[config.mk]
export PLATFORM = sky130hd
export DESIGN_NAME = fp_serial_frame_io_flat
export DESIGN_NICKNAME = d
export VERILOG_FILES = /design/src/rtl/fp_serial_frame_io_pkg.sv /design/src/rtl/fp_serial_frame_io_if.sv /design/src/rtl/fp_serial_frame_io_tx.sv /design/src/rtl/fp_serial_frame_io.sv /design/src/flat_wrapper.sv
export SDC_FILE = /design/constraint.sdc
export NUM_CORES = 1
export LEC_CHECK = 0
export ABC_CLOCK_PERIOD_IN_PS = 2660
export BUFFER_PORTS_ARGS = -buffer_cell sky130_fd_sc_hd__buf_2
export CORE_MARGIN = 1.5
export CORE_UTILIZATION = 35
export CTS_BUF_LIST = sky130_fd_sc_hd__clkbuf_8
export DETAILED_ROUTE_END_ITERATION = 16
export GPL_TIMING_DRIVEN = 1
export PLACE_DENSITY = 0.55
export SKIP_CTS_REPAIR_TIMING = 1
export SYNTH_ARGS = -nofsm -noshare
export SYNTH_HDL_FRONTEND = slang
export SYNTH_HIERARCHICAL = 1
export SYNTH_SLANG_ARGS = --single-unit
[constraint.sdc]
create_clock -name clk_in -period 2.66 [get_ports clk_in]
set_input_delay 0.266 -clock clk_in [delete_from_list [all_inputs] [get_ports clk_in]]
set_output_delay 0.266 -clock clk_in [all_outputs]
set_load 0.05 [all_outputs]
[src/rtl/fp_serial_frame_io_pkg.sv]
// Shared types and constants for the FP adder serial front/back end.
// The FP_SERIAL_PARITY_EN build adds a trailing even-parity bit after the result.
package fp_serial_pkg;

    typedef enum logic [2:0] {
        IDLE     = 3'd0,
        LOAD     = 3'd1,
        HANDOFF  = 3'd2,
        WAIT_RES = 3'd3,
        SHIFT    = 3'd4,
        PARITY   = 3'd5
    } state_t;

    localparam int WIDTH_DEF  = 32;
    localparam int FRAME_BITS = 2 * WIDTH_DEF;

    function automatic int frame_bits(input int w);
        return 2 * w;
    endfunction

endpackage

[src/rtl/fp_serial_frame_io_if.sv]
// Operand/result bus between the serial line, the frame I/O block and the adder core.
interface fp_serial_frame_io_if #(
    parameter int WIDTH = 32
);
    logic             serial_in;
    logic             en_in;
    logic [WIDTH-1:0] op_a_out;
    logic [WIDTH-1:0] op_b_out;
    logic             op_valid_out;
    logic             op_ready_in;
    logic [WIDTH-1:0] result_in;
    logic             result_valid_in;
    logic             serial_out;
    logic             serial_out_valid;
    logic             busy_out;

    modport slave (
        input  serial_in, en_in, op_ready_in, result_in, result_valid_in,
        output op_a_out, op_b_out, op_valid_out, serial_out, serial_out_valid, busy_out
    );

    modport master (
        output serial_in, en_in, op_ready_in, result_in, result_valid_in,
        input  op_a_out, op_b_out, op_valid_out, serial_out, serial_out_valid, busy_out
    );
endinterface

[src/rtl/fp_serial_frame_io_tx.sv]
// LSB-first PISO for the adder result; FP_SERIAL_PARITY_EN appends one even-parity bit.
module fp_serial_tx #(
    parameter int WIDTH = 32,
    parameter int CNT_W = 7
) (
    input  logic             clk_in,
    input  logic             rst_in,
    input  logic             load,
    input  logic [WIDTH-1:0] data,
    output logic             serial_out,
    output logic             serial_out_valid,
    output logic             done
);
    logic [WIDTH-1:0] sr;
    logic [CNT_W-1:0] cnt;
    logic             active;

    // done marks the cycle carrying the last result bit
    assign done = active && (cnt == CNT_W'(WIDTH - 1));

    always_ff @(posedge clk_in or posedge rst_in) begin
        if (rst_in) begin
            active <= 1'b0;
            cnt    <= '0;
        end else if (load) begin
            active <= 1'b1;
            cnt    <= '0;
        end else if (active) begin
            cnt <= cnt + 1'b1;
            if (done) active <= 1'b0;
        end
    end

    always_ff @(posedge clk_in) begin
        if (load)        sr <= data;
        else if (active) sr <= sr >> 1;
    end

`ifdef FP_SERIAL_PARITY_EN
    logic par_bit;
    logic par_phase;

    always_ff @(posedge clk_in or posedge rst_in) begin
        if (rst_in) par_phase <= 1'b0;
        else        par_phase <= done;
    end

    always_ff @(posedge clk_in) begin
        if (load) par_bit <= ^data;
    end

    assign serial_out       = active ? sr[0] : (par_phase & par_bit);
    assign serial_out_valid = active | par_phase;
`else
    assign serial_out       = active & sr[0];
    assign serial_out_valid = active;
`endif

endmodule

[src/rtl/fp_serial_frame_io.sv]
// Deserialises an A/B operand frame, hands it to the adder, serialises the sum back.
// Build with FP_SERIAL_PARITY_EN to add the PARITY state and trailing parity bit.
module fp_serial_frame_io
    import fp_serial_pkg::*;
#(
    parameter int WIDTH = WIDTH_DEF,
    parameter int CNT_W = 7
) (
    input logic                clk_in,
    input logic                rst_in,
    fp_serial_frame_io_if.slave bus
);
    localparam int FRAME_LEN = frame_bits(WIDTH);
    localparam int IDX_W     = $clog2(WIDTH);

    state_t           state, state_nxt;
    logic [CNT_W-1:0] cnt;
    logic [CNT_W-1:0] b_off;
    logic [WIDTH-1:0] op_a, op_b;
    logic             op_valid;
    logic             last_bit;
    logic             tx_load, tx_done;
    logic             tx_so, tx_sov;

    assign b_off    = cnt - CNT_W'(WIDTH);
    assign last_bit = (cnt == CNT_W'(FRAME_LEN - 1));
    assign tx_load  = (state == WAIT_RES) && bus.result_valid_in;

    always_ff @(posedge clk_in or posedge rst_in) begin
        if (rst_in) state <= IDLE;
        else        state <= state_nxt;
    end

    always_comb begin
        state_nxt = state;
        case (state)
            IDLE:     if (bus.en_in) state_nxt = LOAD;
            LOAD: begin
                if (!bus.en_in)    state_nxt = IDLE;
                else if (last_bit) state_nxt = HANDOFF;
            end
            HANDOFF:  if (bus.op_ready_in) state_nxt = WAIT_RES;
            WAIT_RES: if (bus.result_valid_in) state_nxt = SHIFT;
`ifdef FP_SERIAL_PARITY_EN
            SHIFT:    if (tx_done) state_nxt = PARITY;
            PARITY:   state_nxt = IDLE;
`else
            SHIFT:    if (tx_done) state_nxt = IDLE;
`endif
            default:  state_nxt = IDLE;
        endcase
    end

    // Partial bits survive an aborted frame; only the counter restarts.
    always_ff @(posedge clk_in or posedge rst_in) begin
        if (rst_in) begin
            op_a     <= '0;
            op_b     <= '0;
            op_valid <= 1'b0;
            cnt      <= '0;
        end else begin
            case (state)
                IDLE: begin
                    if (bus.en_in) begin
                        op_a[0] <= bus.serial_in;
                        cnt     <= CNT_W'(1);
                    end
                end
                LOAD: begin
                    if (bus.en_in) begin
                        if (cnt < CNT_W'(WIDTH)) op_a[cnt[IDX_W-1:0]]   <= bus.serial_in;
                        else                     op_b[b_off[IDX_W-1:0]] <= bus.serial_in;
                        cnt <= cnt + 1'b1;
                        if (last_bit) op_valid <= 1'b1;
                    end else begin
                        cnt <= '0;
                    end
                end
                HANDOFF: if (bus.op_ready_in) op_valid <= 1'b0;
                default: if (state_nxt == IDLE) cnt <= '0;
            endcase
        end
    end

    fp_serial_tx #(
        .WIDTH (WIDTH),
        .CNT_W (CNT_W)
    ) u_tx (
        .clk_in           (clk_in),
        .rst_in           (rst_in),
        .load             (tx_load),
        .data             (bus.result_in),
        .serial_out       (tx_so),
        .serial_out_valid (tx_sov),
        .done             (tx_done)
    );

    assign bus.op_a_out         = op_a;
    assign bus.op_b_out         = op_b;
    assign bus.op_valid_out     = op_valid;
    assign bus.serial_out       = tx_so;
    assign bus.serial_out_valid = tx_sov;
    assign bus.busy_out         = (state != IDLE) && (state != LOAD);

endmodule

[src/flat_wrapper.sv]
// flat-port wrapper written by rule: the top's interface ports become plain ports
module fp_serial_frame_io_flat import fp_serial_pkg::*;
#(
    parameter int WIDTH = WIDTH_DEF,
    parameter int CNT_W = 7
)
  (clk_in, rst_in, bus_serial_in, bus_en_in, bus_op_ready_in, bus_result_in, bus_result_valid_in, bus_op_a_out, bus_op_b_out, bus_op_valid_out, bus_serial_out, bus_serial_out_valid, bus_busy_out);
  fp_serial_frame_io_if #(.WIDTH(WIDTH)) bus_i ();
  input logic clk_in;
  input logic rst_in;
  input wire logic [$bits(bus_i.serial_in)-1:0] bus_serial_in;
  input wire logic [$bits(bus_i.en_in)-1:0] bus_en_in;
  input wire logic [$bits(bus_i.op_ready_in)-1:0] bus_op_ready_in;
  input wire logic [$bits(bus_i.result_in)-1:0] bus_result_in;
  input wire logic [$bits(bus_i.result_valid_in)-1:0] bus_result_valid_in;
  output wire logic [$bits(bus_i.op_a_out)-1:0] bus_op_a_out;
  output wire logic [$bits(bus_i.op_b_out)-1:0] bus_op_b_out;
  output wire logic [$bits(bus_i.op_valid_out)-1:0] bus_op_valid_out;
  output wire logic [$bits(bus_i.serial_out)-1:0] bus_serial_out;
  output wire logic [$bits(bus_i.serial_out_valid)-1:0] bus_serial_out_valid;
  output wire logic [$bits(bus_i.busy_out)-1:0] bus_busy_out;
  assign bus_i.serial_in = bus_serial_in;
  assign bus_i.en_in = bus_en_in;
  assign bus_i.op_ready_in = bus_op_ready_in;
  assign bus_i.result_in = bus_result_in;
  assign bus_i.result_valid_in = bus_result_valid_in;
  assign bus_op_a_out = bus_i.op_a_out;
  assign bus_op_b_out = bus_i.op_b_out;
  assign bus_op_valid_out = bus_i.op_valid_out;
  assign bus_serial_out = bus_i.serial_out;
  assign bus_serial_out_valid = bus_i.serial_out_valid;
  assign bus_busy_out = bus_i.busy_out;
  fp_serial_frame_io #(.WIDTH(WIDTH), .CNT_W(CNT_W)) u_core (.clk_in(clk_in), .rst_in(rst_in), .bus(bus_i));
endmodule
# Word level (Yosys, flattened, before mapping)
# Cells that the tools add are included.
# classes
bitwise_logic	3
n_div	0
n_mux	32
reduce_logical	17
mul	0
magnitude_cmp	5
eq_ne	12
n_shift	0
add_sub_neg	3
# ops
op	count
32-bit bitwise mux	2
32-bit 2-to-1 mux	2
7-bit 2-to-1 mux	5
7-bit case mux with 3 select lines	1
3-bit 2-to-1 mux	6
3-bit case mux with 5 select lines	1
7-bit by 1-bit adder with 7-bit output, second input constant	2
5-bit by 6-bit < comparator with 1-bit output, second input constant	2
1-bit 2-to-1 mux	11
1-bit demux with 5-bit select	2
5-bit by 1-bit >= comparator with 1-bit output, second input constant	2
3-bit AND reduction	3
4-bit AND reduction	2
7-bit by 5-bit equality test with 1-bit output, second input constant	1
7-bit by 6-bit equality test with 1-bit output, second input constant	1
7-bit by 6-bit < comparator with 1-bit output, second input constant	1
3-bit by 2-bit equality test with 1-bit output, second input constant	2
3-bit logical NOT	2
2-bit != test, second input constant	3
2-bit nonzero test	3
3-bit nonzero test	2
1-bit logical AND	5
5-bit by 1-bit subtractor with 5-bit output, second input constant	1
2-bit by 1-bit != test with 1-bit output, second input constant	2
6 further kinds	8
# word_totals
mem_bits_rw	0
romBits	0
n_memories	0
out_inout_bits	68
ff_bits	115
inputBits	38
word_cells	81
latch_bits	0

# Depth between registers and ports, before layout
# Gate-level depths: netlist of run 1.
# logic_depth
ltp_word	8
depth_mapped	7
mapped_depth_nobuf	7

# Hierarchy
# Netlist of run 1, hierarchy kept.
# modules_own_cells
module	area_each_um2	cells_per_inst	n_inst
fp_serial_frame_io	3520.9	312	1
fp_serial_tx	1742.9	108	1

# Least setup slack after synthesis of run 1
# No wires, ideal clock.
# synth_path
path_kind	flip-flop to flip-flop
startpoint	register u_core.state[2]
endpoint	register u_core.u_tx.sr[0] (enable)
setup_time_ns	0.390
synth_period_minus_slack_ns	2.282
t_arrival_ns	1.891
setup_slack_ns	0.378
stages_incl_launch_ff	6
required_ns	2.270
path_cell_list	dfrtp_1 -> nand2b_1 -> nor2_1 -> clkbuf_1 -> clkbuf_1 -> or2_1
# synth_between
elab_chain_cells	3
# synth_lines
element	line_no	source
from (decl)	fp_serial_frame_io.sv:16	state_t state, state_nxt;
from (signal assigned)	fp_serial_frame_io.sv:31	else state <= state_nxt;
3-bit by 2-bit equality test with 1-bit output	fp_serial_frame_io.sv:27	assign tx_load = (state == WAIT_RES) && bus.result_valid_in;
1-bit logical AND	fp_serial_frame_io.sv:27	
via u_core.tx_load	fp_serial_frame_io.sv:22	logic tx_load, tx_done;
2-bit nonzero test (no line)	-	
to (signal assigned)	fp_serial_frame_io_tx.sv:35	if (load) sr <= data;
to (signal assigned)	fp_serial_frame_io_tx.sv:36	else if (active) sr <= sr >> 1;
to (decl)	fp_serial_frame_io_tx.sv:14	logic [WIDTH-1:0] sr;
# The timed path passes the listed nets, and every way through them passes these cells.
# A chain may end at the register's enable or synchronous reset.

# Worst setup path in the final report of run 1
# layout_path
startpoint	register u_core.u_tx.cnt[0]
endpoint	register u_core.cnt[4]
# layout_between
elab_chain_cells	7
# layout_lines
element	line_no	source
from (decl)	fp_serial_frame_io_tx.sv:15	logic [CNT_W-1:0] cnt;
from (signal assigned)	fp_serial_frame_io_tx.sv:29	cnt <= cnt + 1'b1;
7-bit by 5-bit equality test with 1-bit output	fp_serial_frame_io_tx.sv:19	assign done = active && (cnt == CNT_W'(WIDTH - 1));
1-bit logical AND	fp_serial_frame_io_tx.sv:19	
via u_core.tx_done	fp_serial_frame_io.sv:22	
3-bit 2-to-1 mux	fp_serial_frame_io.sv:48	SHIFT: if (tx_done) state_nxt = IDLE;
3-bit case mux with 5 select lines	fp_serial_frame_io.sv:36	case (state)
3-bit logical NOT	fp_serial_frame_io.sv:80	default: if (state_nxt == IDLE) cnt <= '0;
3-bit nonzero test (no line)	-	
3-bit AND reduction (no line)	-	
to (signal assigned)	fp_serial_frame_io.sv:73	cnt <= cnt + 1'b1;
to (decl)	fp_serial_frame_io.sv:17	logic [CNT_W-1:0] cnt;
# The timed path passes the listed nets, and every way through them passes these cells.

==> run_results.csv, run 1 <==
group,metric,value,unit
hold_path,min_path_type,"primary input to register",
timing,fin_hold_ws,123,ps
detailed_routing,drt-wirelength-per-cell,15.9,um
clocking,clk_latency,430,ps
timing,min_period,2260,ps
grt,antenna_found_initial,0,
setup_path,worstSetupEndpointType,"register",
grt,grt_use_total,0.154,
floorplan,die_height,126,um
pwr,p_per_area,554,nW/um^2
place,io_buffers,105,
detailed_routing,drt_iter0_drc,145,
floorplan,num_io_pins,106,
setup_path,path_max_fanout,8,
place,place_inst,688,
clocking,clock_sinks,115,
synthesis,synth_fa_ha_area_frac,0.0119,
synthesis,synth_common_cells,"mux2_2, dfrtp_1, nand2_1",
setup_path,cp.arrival,2590,ps
final_layout,area_delta_synth_final,21.1,%
synthesis,yosysMostFrequentCell,"mux2_2",
final_layout,fillers,1373,
floorplan,die_w,126,um
detailed_routing,dr.pass1.iters,4,
synthesis,synthSimpleGateAreaFrac,0.128,
floorplan,rows,44,
synthesis,synth_area_leaders,"dfrtp_1, mux2_2, edfxtp_1, nand2_1, mux2_1",
synthesis,syn_nets,463,
synthesis,synth_edf_count,32,
timing,drv_slew,0,
clocking,cts_htree_levels,4,
detailed_routing,antenna_left,0,
pwr,irDropWorstVdd,383,uV
synthesis,synth_top_family_by_area,"multiplexers",
pwr,swShare,0.200,
clocking,cts_tree,"yes",
synthesis,synth-compound-area-share,0.0387,
synthesis,ys_ff_latch,115,
synthesis,synth_xor_area_frac,0.00666,
synthesis,yosysUniqueCellTypes,54,
grt,grt_pass1_wl,18.9,mm
setup_path,crit_path_start_kind,"register",
pwr,switchingPower,0.705,mW
grt,grt_pass1_vias,3643,
synthesis,yosysTopAreaCellShare,0.395,
grt,grt_max_degree,76,
pwr,p_clk_frac,0.467,
place,dp_hpwl,7.96,mm
setup_path,criticalPathCategory,"register to register",
synthesis,syn_area,5260,sq um
pwr,pwr-share-comb,0.020,
setup_path,cp.required,2990,ps
clocking,cts_root_buf,"clkbuf_8",
timing,setup-tns-final,0,ps
floorplan,initial_core_util,0.361,
grt,gr-total-overflow,0,
clocking,cts_made_buffers,17,
clocking,path_clk_slew,60,ps
pwr,internal_power,2.82,mW
timing,fin_crit_sh,0.849,
timing,finalHoldViolations,0,
synthesis,yosys.area.top_type,"dfrtp_1",
place,gp_congestion,0.740,
timing,maxSlewHeadroom,0.362,
final_layout,layout.nets,567,
floorplan,core-area,14600,sq um
final_layout,fin_cells,721,
pwr,p_seq_frac,0.513,
outcome,status,"finished, final reports clean",
timing,finalSetupViolations,0,
synthesis,ys.flop_type,"dfrtp_1",
floorplan,fp.dieArea,15800,sq um
timing,fmax,443,MHz
pwr,leakage,2.83,nW
clocking,cts_buffer_depth,2,
job,max-cap-violations,0,
synthesis,synth_cells,420,
timing,clock_skew,8.73,ps
detailed_routing,vias,3569,
detailed_routing,via_per_inst,4.95,
synthesis,ys_seq_area_frac,0.577,
timing,rsz0062_at_grt,"no",
final_layout,drive_gt1_frac,0.443,
detailed_routing,drc,0,
final_layout,antenna_cells,0,
synthesis,synthArstFlopShare,0.722,
synthesis,muxShareOfSynthArea,0.205,
detailed_routing,routed_wl,11.5,mm
synthesis,avgSynthCellArea,12.5,sq um
synthesis,yosys_warnings,6,
timing,worst_slew_pin_slew,958,ps
worst paths after layout:
check	start	end	slack [ps]	cells after the start
max	u_core/u_tx/cnt[0]$_DFFE_PP0P_	u_core/cnt[4]$_DFFE_PP0P_	400	7
min	bus_result_in[26]	u_core/u_tx/sr[26]$_DFFE_PP_	120	2
max reg2reg	u_core/u_tx/cnt[0]$_DFFE_PP0P_	u_core/cnt[4]$_DFFE_PP0P_	400	7
min reg2reg	u_core/bus.op_b_out[12]$_DFFE_PP0P_	u_core/bus.op_b_out[12]$_DFFE_PP0P_	500	1
max in group asynchronous	rst_in	u_core/bus.op_b_out[14]$_DFFE_PP0P_	1860	4
min in group asynchronous	rst_in	u_core/u_tx/serial_out_valid$_DFF_PP0_	350	3
power groups by stage:
stage          clock (mW)  combinational (mW)  sequential [mW]
2_1_floorplan           0              0.0311             1.84
3_3_place_gp            0              0.0717             1.84
3_5_place_dp            0              0.0740             1.84
4_1_cts              1.71              0.0741             1.81
5_1_grt              1.80              0.0829             1.81
6_report             1.65              0.0709             1.81
cells by family after synthesis:
| kind of cell | after synthesis |
|---|---|
| XOR/XNOR | 4 |
| buffers and inverters | 33 |
| flip-flops | 115 |
| multiplexers | 96 |
| AND/OR/NAND/NOR | 135 |
| AO/OA/AOI/OAI | 32 |
| adder cells (fa/ha/maj) | 5 |
stage by stage:
step / power, mW / area (sq um) / util / setup slack (ps)
floorplan: 1.87 / 5260 / - / 378
global placement: 1.91 / 5950 / 0.408 / 507
detailed placement: 1.92 / 5950 / 0.408 / 406
CTS: 3.60 / 6360 / 0.436 / 402
global route: 3.68 / 6370 / 0.437 / 197
finish: 3.53 / 6370 / 0.437 / 401
worst max-delay path, stage by stage, from the launching register on:
cell and delay [ps]:
dfrtp_1 420, ha_1 250, nand4_2 140, and2b_2 220
or4b_1 530, o21ai_1 320, o21ai_0 180, o31ai_1 100
registers in the layout (all words and copies together), names as in the netlist:
register,count
u_core/u_tx/cnt,7
u_core/bus.op_valid_out,1
u_core/state,3
u_core/u_tx/serial_out_valid,1
u_core/cnt,7
u_core/bus.op_b_out,32
u_core/u_tx/sr,32
u_core/bus.op_a_out,32
routing by layer:
metal	vias to the layer above	global-route usage	part of all wire
met5	-	0	0
li1	1688	-	-
met3	11	0.0658	0.075
met2	97	0.238	0.47
met4	0	0.0481	0.0099
met1	1773	0.197	0.45
cell type report:
cell class / instances / area [sq um] / share of cell area
timing repair buffer: 112 / 606 / 0.0950
clock buffer: 24 / 330 / 0.0518
inverter: 6 / 22.5 / 0.00353
sequential: 115 / 3040 / 0.477
multi-input combinational: 272 / 2060 / 0.324
tap: 184 / 230 / 0.0361
clock inverter: 8 / 83.8 / 0.0132
cell usage in the layout (no fill, tap or decap), types with 2 or more instances in the layout:
master	instances
a21o_1	3
a21oi_1	8
and2_1	4
and3_1	5
buf_12	2
buf_2	105
buf_4	4
bufinv_16	2
clkbuf_8	24
dfrtp_1	83
edfxtp_1	32
ha_1	5
inv_1	10
mux2_1	9
mux2_2	86
nand2_1	59
nand2b_1	3
nand3_1	15
nand4_1	3
nor2_1	20
nor2_4	2
nor3_1	2
nor3_2	2
nor4_1	2
o21a_1	3
o21ai_0	8
o31ai_1	2
or3_1	3
xor2_1	3
Power figures use the tool's default switching activity.
==> run 2: changes to the inputs <==
ABC_AREA = 1   (was not set)
ABC_CLOCK_PERIOD_IN_PS = 2000   (was 2660)
PLACE_DENSITY = 0.57   (was 0.55)
clock period = 2 ns   (was 2.66 ns; I/O delays follow)
==> run_results.csv, run 2 <==
group,metric,value,unit
outcome,status,"finished, final reports clean",
detailed_routing,dr.pass1.iters,4,
clocking,clock_sinks,115,
synthesis,synthArstFlopShare,0.722,
synthesis,yosysMostFrequentCell,"nand2_1",
pwr,p_per_area,1100,nW/um^2
timing,worst_slew_pin_slew,435,ps
grt,grt_max_degree,76,
timing,rsz0062_at_grt,"no",
final_layout,layout.nets,703,
place,dp_hpwl,8.05,mm
synthesis,syn_area,5140,sq um
clocking,cts_htree_levels,4,
setup_path,cp.arrival,2050,ps
clocking,cts_root_buf,"clkbuf_8",
timing,finalHoldViolations,0,
detailed_routing,vias,4237,
detailed_routing,routed_wl,12.0,mm
setup_path,r2r_slack,280,ps
place,place_inst,824,
synthesis,ys_seq_area_frac,0.591,
pwr,leakage,3.16,nW
clocking,path_clk_slew,70,ps
detailed_routing,drc,0,
floorplan,num_io_pins,106,
synthesis,yosys_warnings,6,
timing,finalSetupViolations,0,
final_layout,final_common_cell,"nand2_1",
final_layout,fin_cells,857,
grt,gr-total-overflow,0,
synthesis,synth_area_leaders,"dfrtp_1, edfxtp_1, nand2_1, a31oi_1, a21oi_1",
setup_path,crit_path_start_kind,"register",
timing,fmax,581,MHz
synthesis,synth_cells,556,
detailed_routing,drt-wirelength-per-cell,14.0,um
timing,setup_ws,279,ps
synthesis,ys_ff_latch,115,
clocking,clk_latency,440,ps
job,max-cap-violations,0,
detailed_routing,drt_iter0_drc,467,
setup_path,cp.required,2320,ps
floorplan,rows,44,
synthesis,syn_nets,599,
timing,fin_hold_ws,17.1,ps
grt,grt_pass1_vias,3970,
timing,maxSlewHeadroom,0.710,
timing,drv_slew,0,
synthesis,yosys.area.top_type,"dfrtp_1",
pwr,irDropWorstVdd,614,uV
final_layout,area_delta_synth_final,22.7,%
final_layout,final_cell_mix,"nand2_1, buf_2, dfrtp_1, a21oi_1, a31oi_1",
synthesis,yosysUniqueCellTypes,32,
place,dpl_cell_area,5870,sq um
synthesis,yosysTopAreaCellShare,0.404,
final_layout,antenna_cells,0,
floorplan,fp.dieArea,15400,sq um
clocking,cts_buffer_depth,2,
grt,antenna_found_initial,0,
place,place_ws,274,ps
timing,fin_crit_sh,0.860,
timing,clock_skew,7.47,ps
floorplan,die_height,124,um
grt,grt_use_total,0.169,
hold_path,min_path_type,"primary input to register",
timing,setup-tns-final,0,ps
final_layout,finalInstanceArea,6310,sq um
synthesis,ys.flop_type,"dfrtp_1",
synthesis,synth_edf_count,32,
floorplan,initial_core_util,0.356,
setup_path,worstSetupEndpointType,"register",
detailed_routing,antenna_left,0,
clocking,cts_made_buffers,17,
synthesis,avgSynthCellArea,9.24,sq um
setup_path,path_max_fanout,7,
timing,min_period,1720,ps
clocking,cts_tree,"yes",
setup_path,criticalPathCategory,"register to register",
place,io_buffers,105,
place,gp_congestion,0.867,
floorplan,core-area,14400,sq um
synthesis,synth_common_cells,"nand2_1, dfrtp_1, a21oi_1",
grt,grt_pass1_wl,20.0,mm
detailed_routing,via_per_inst,4.94,
final_layout,drive_gt1_frac,0.241,
floorplan,die_w,124,um
[run 2: changes by cell type after synthesis, moves of 23 or more]
cell | before | now
a31oi_1 | 1 | 59
a21oi_1 | 8 | 67
nor2_1 | 21 | 53
nand2_1 | 59 | 150
inv_1 | 6 | 29
mux2_2 | 86 | 0
[run 2: path summary, 6_finish.rpt]
check,startpoint,end,depth (start not counted)
setup / recovery,u_core/cnt[0]$_DFFE_PP0P_,u_core/cnt[3]$_DFFE_PP0P_,10
hold / removal,bus_result_in[31],u_core/u_tx/sr[31]$_SDFFCE_PN0P_,3
setup reg to reg,u_core/cnt[0]$_DFFE_PP0P_,u_core/cnt[3]$_DFFE_PP0P_,10
hold reg to reg,u_core/bus.op_b_out[15]$_DFFE_PP0P_,u_core/bus.op_b_out[15]$_DFFE_PP0P_,2
max in group asynchronous,rst_in,u_core/bus.op_b_out[29]$_DFFE_PP0P_,4
min in group asynchronous,rst_in,u_core/u_tx/cnt[0]$_DFFE_PP0P_,3
[run 2: worst max-delay path, cell delays in order (launching register included)]
cell     delay (ps)
dfrtp_1         420
ha_1            210
nand3_1         110
nor2_1          230
nor2_1           70
nor2_1          150
nand3_1         100
nand2_1          90
nand2_2         110
nand2_1          80
nand2_1          50
[run 2: final cells by class]
| class | instances | area, sq um |
|---|---|---|
| Fill cell | 1413 | 8120 |
| Timing Repair Buffer | 114 | 658 |
| Inverter | 34 | 134 |
| Clock buffer | 20 | 275 |
| Tap cell | 184 | 230 |
| Sequential cell | 115 | 3040 |
| Clock inverter | 12 | 154 |
| Multi-Input combinational cell | 378 | 1820 |
[run 2: kinds of logic after synthesis]
kind of cell    count (synthesis)  share of synthesized area
fa+ha+maj                       5                     0.0122
flops                         115                      0.591
buf+inv                        63                     0.0579
xor+xnor                        1                    0.00170
simple gates                  234                      0.187
compound gates                138                      0.150
[run 2: routing by layer]
layer / vias to the layer above / wire length (um) / GRT usage
met4: 0 / 255 / 0.0668
met3: 24 / 838 / 0.0614
met1: 1960 / 5590 / 0.231
li1: 2110 / - / -
met5: - / 0 / 0
met2: 143 / 5360 / 0.242
[run 2: where the power goes]
part           switching [mW]  internal, mW  leakage, nW
Clock                   0.972          1.33        0.211
Sequential              0.231          2.98         1.43
Combinational            1.00         0.408         1.52
[run 2: metrics by stage]
stage	total power [mW]	util
global route	7.30	0.437
CTS	7.01	0.437
global placement	4.64	0.407
finish	6.93	0.437
detailed placement	4.68	0.407
floorplan	4.25	-
==> run 3: changes to the inputs <==
HOLD_SLACK_MARGIN = 0.08   (was not set)
==> run_results.csv, run 3 (same netlist as run 2, synthesis figures left out) <==
group,metric,value,unit
detailed_routing,antenna_left,0,
detailed_routing,drc,0,
floorplan,die_height,124,um
timing,maxSlewHeadroom,0.711,
job,max-cap-violations,0,
timing,clock_skew,7.46,ps
final_layout,antenna_cells,0,
grt,antenna_found_initial,0,
final_layout,fin_cells,890,
clocking,clk_latency,440,ps
final_layout,final_cell_mix,"nand2_1, buf_2, dfrtp_1, a21oi_1, a31oi_1",
hold_path,hold_depth,3,
timing,drv_slew,0,
grt,gr-total-overflow,0,
setup_path,crit_path_start_kind,"register",
timing,fin_crit_sh,0.866,
pwr,pwr-share-comb,0.210,
detailed_routing,vias,4360,
pwr,finalPower,6.98,mW
timing,fin_hold_ws,109,ps
place,io_buffers,105,
detailed_routing,via_per_inst,4.90,
place,place_ws,274,ps
setup_path,r2r_slack,270,ps
pwr,internal_power,4.76,mW
final_layout,finalInstanceArea,6640,sq um
outcome,status,"finished, final reports clean",
grt,grt_pass1_wl,20.0,mm
setup_path,criticalPathCategory,"register to register",
setup_path,cp.required,2320,ps
setup_path,path_max_fanout,7,
clocking,clock_sinks,115,
clocking,path_clk_slew,70,ps
pwr,switchingPower,2.22,mW
grt,grt_use_total,0.169,
clocking,cts_tree,"yes",
floorplan,fp.dieArea,15400,sq um
place,dp_hpwl,8.05,mm
final_layout,final_common_cell,"nand2_1",
setup_path,rr_worst_depth,10,
final_layout,layout.nets,736,
grt,grt_max_degree,76,
pwr,irDropWorstVdd,612,uV
pwr,swShare,0.317,
clocking,cts_htree_levels,4,
hold_path,min_path_type,"primary input to register",
detailed_routing,wl_met3,759,um
clocking,cts_root_buf,"clkbuf_8",
place,gp_congestion,0.867,
final_layout,fin_util,0.460,
place,dpl_cell_area,5870,sq um
detailed_routing,drt-met1-wl,5.82,mm
timing,finalHoldViolations,0,
detailed_routing,wl_met2,5.76,mm
floorplan,num_io_pins,106,
timing,fmax,578,MHz
final_layout,fillers,1375,
pwr,p_clk_frac,0.330,
timing,worst_slew_pin_slew,432,ps
floorplan,initial_core_util,0.356,
final_layout,drive_gt1_frac,0.229,
detailed_routing,dr.pass1.iters,5,
setup_path,worstSetupEndpointType,"register",
floorplan,core-area,14400,sq um
detailed_routing,routed_wl,12.6,mm
final_layout,area_delta_synth_final,29.1,%
timing,setup_ws,269,ps
grt,grt_pass1_vias,3970,
pwr,p_per_area,1050,nW/um^2
timing,finalSetupViolations,0,
detailed_routing,drt_iter0_drc,443,
pwr,leakage,3.30,nW
place,place_inst,824,
timing,setup-tns-final,0,ps
floorplan,die_w,124,um
clocking,cts_buffer_depth,2,
detailed_routing,drt-wirelength-per-cell,14.1,um
setup_path,cp.arrival,2060,ps
timing,rsz0062_at_grt,"no",
pwr,p_seq_frac,0.461,
timing,min_period,1730,ps
detailed_routing,highest_layer,"met4",
floorplan,rows,44,
clocking,cts_made_buffers,17,
[run 3: changes by cell type in the layout (fill, tap and decap cells not counted), sizes merged]
cell and change:
dlygate4sd3 +33
[run 3: worst max-delay path, stage by stage (launching register included)]
cell and delay (ps):
dfrtp_1 420, ha_1 210, nand3_1 110, nor2_1 230, nor2_1 70, nor2_1 160
nand3_1 100, nand2_1 90, nand2_2 110, nand2_1 80, nand2_1 50
[run 3: area by class of cell]
class	count	area, sq um	area share
clock buffers	20	275	0.0415
clock inverters	12	154	0.0232
inverters	34	134	0.0202
multi-input cells	378	1820	0.274
flip-flops and latches	115	3040	0.458
well taps	184	230	0.0347
repair buffers	147	988	0.149
[run 3: power groups by stage]
stage          Clock (mW)  Sequential (mW)  Combinational [mW]
6_report             2.30             3.22                1.46
5_1_grt              2.46             3.26                1.64
4_1_cts              2.36             3.22                1.43
3_5_place_dp            0             3.25                1.43
3_3_place_gp            0             3.24                1.40
2_1_floorplan           0             3.42               0.829
[run 3: final timing paths]
| path | start | to |
|---|---|---|
| max | u_core/cnt[0]$_DFFE_PP0P_ | u_core/cnt[3]$_DFFE_PP0P_ |
| min | bus_en_in | u_core/state[1]$_DFF_PP0_ |
| max reg2reg | u_core/cnt[0]$_DFFE_PP0P_ | u_core/cnt[3]$_DFFE_PP0P_ |
| min reg2reg | u_core/bus.op_b_out[15]$_DFFE_PP0P_ | u_core/bus.op_b_out[15]$_DFFE_PP0P_ |
| max in group asynchronous | rst_in | u_core/cnt[1]$_DFFE_PP0P_ |
| min in group asynchronous | rst_in | u_core/u_tx/cnt[0]$_DFFE_PP0P_ |
[run 3: metal layers]
layer  vias to the layer above  GRT usage
met5                         -          0
met4                         0     0.0668
met3                        23     0.0614
met2                       134      0.242
met1                      2030      0.231
li1                       2173          -
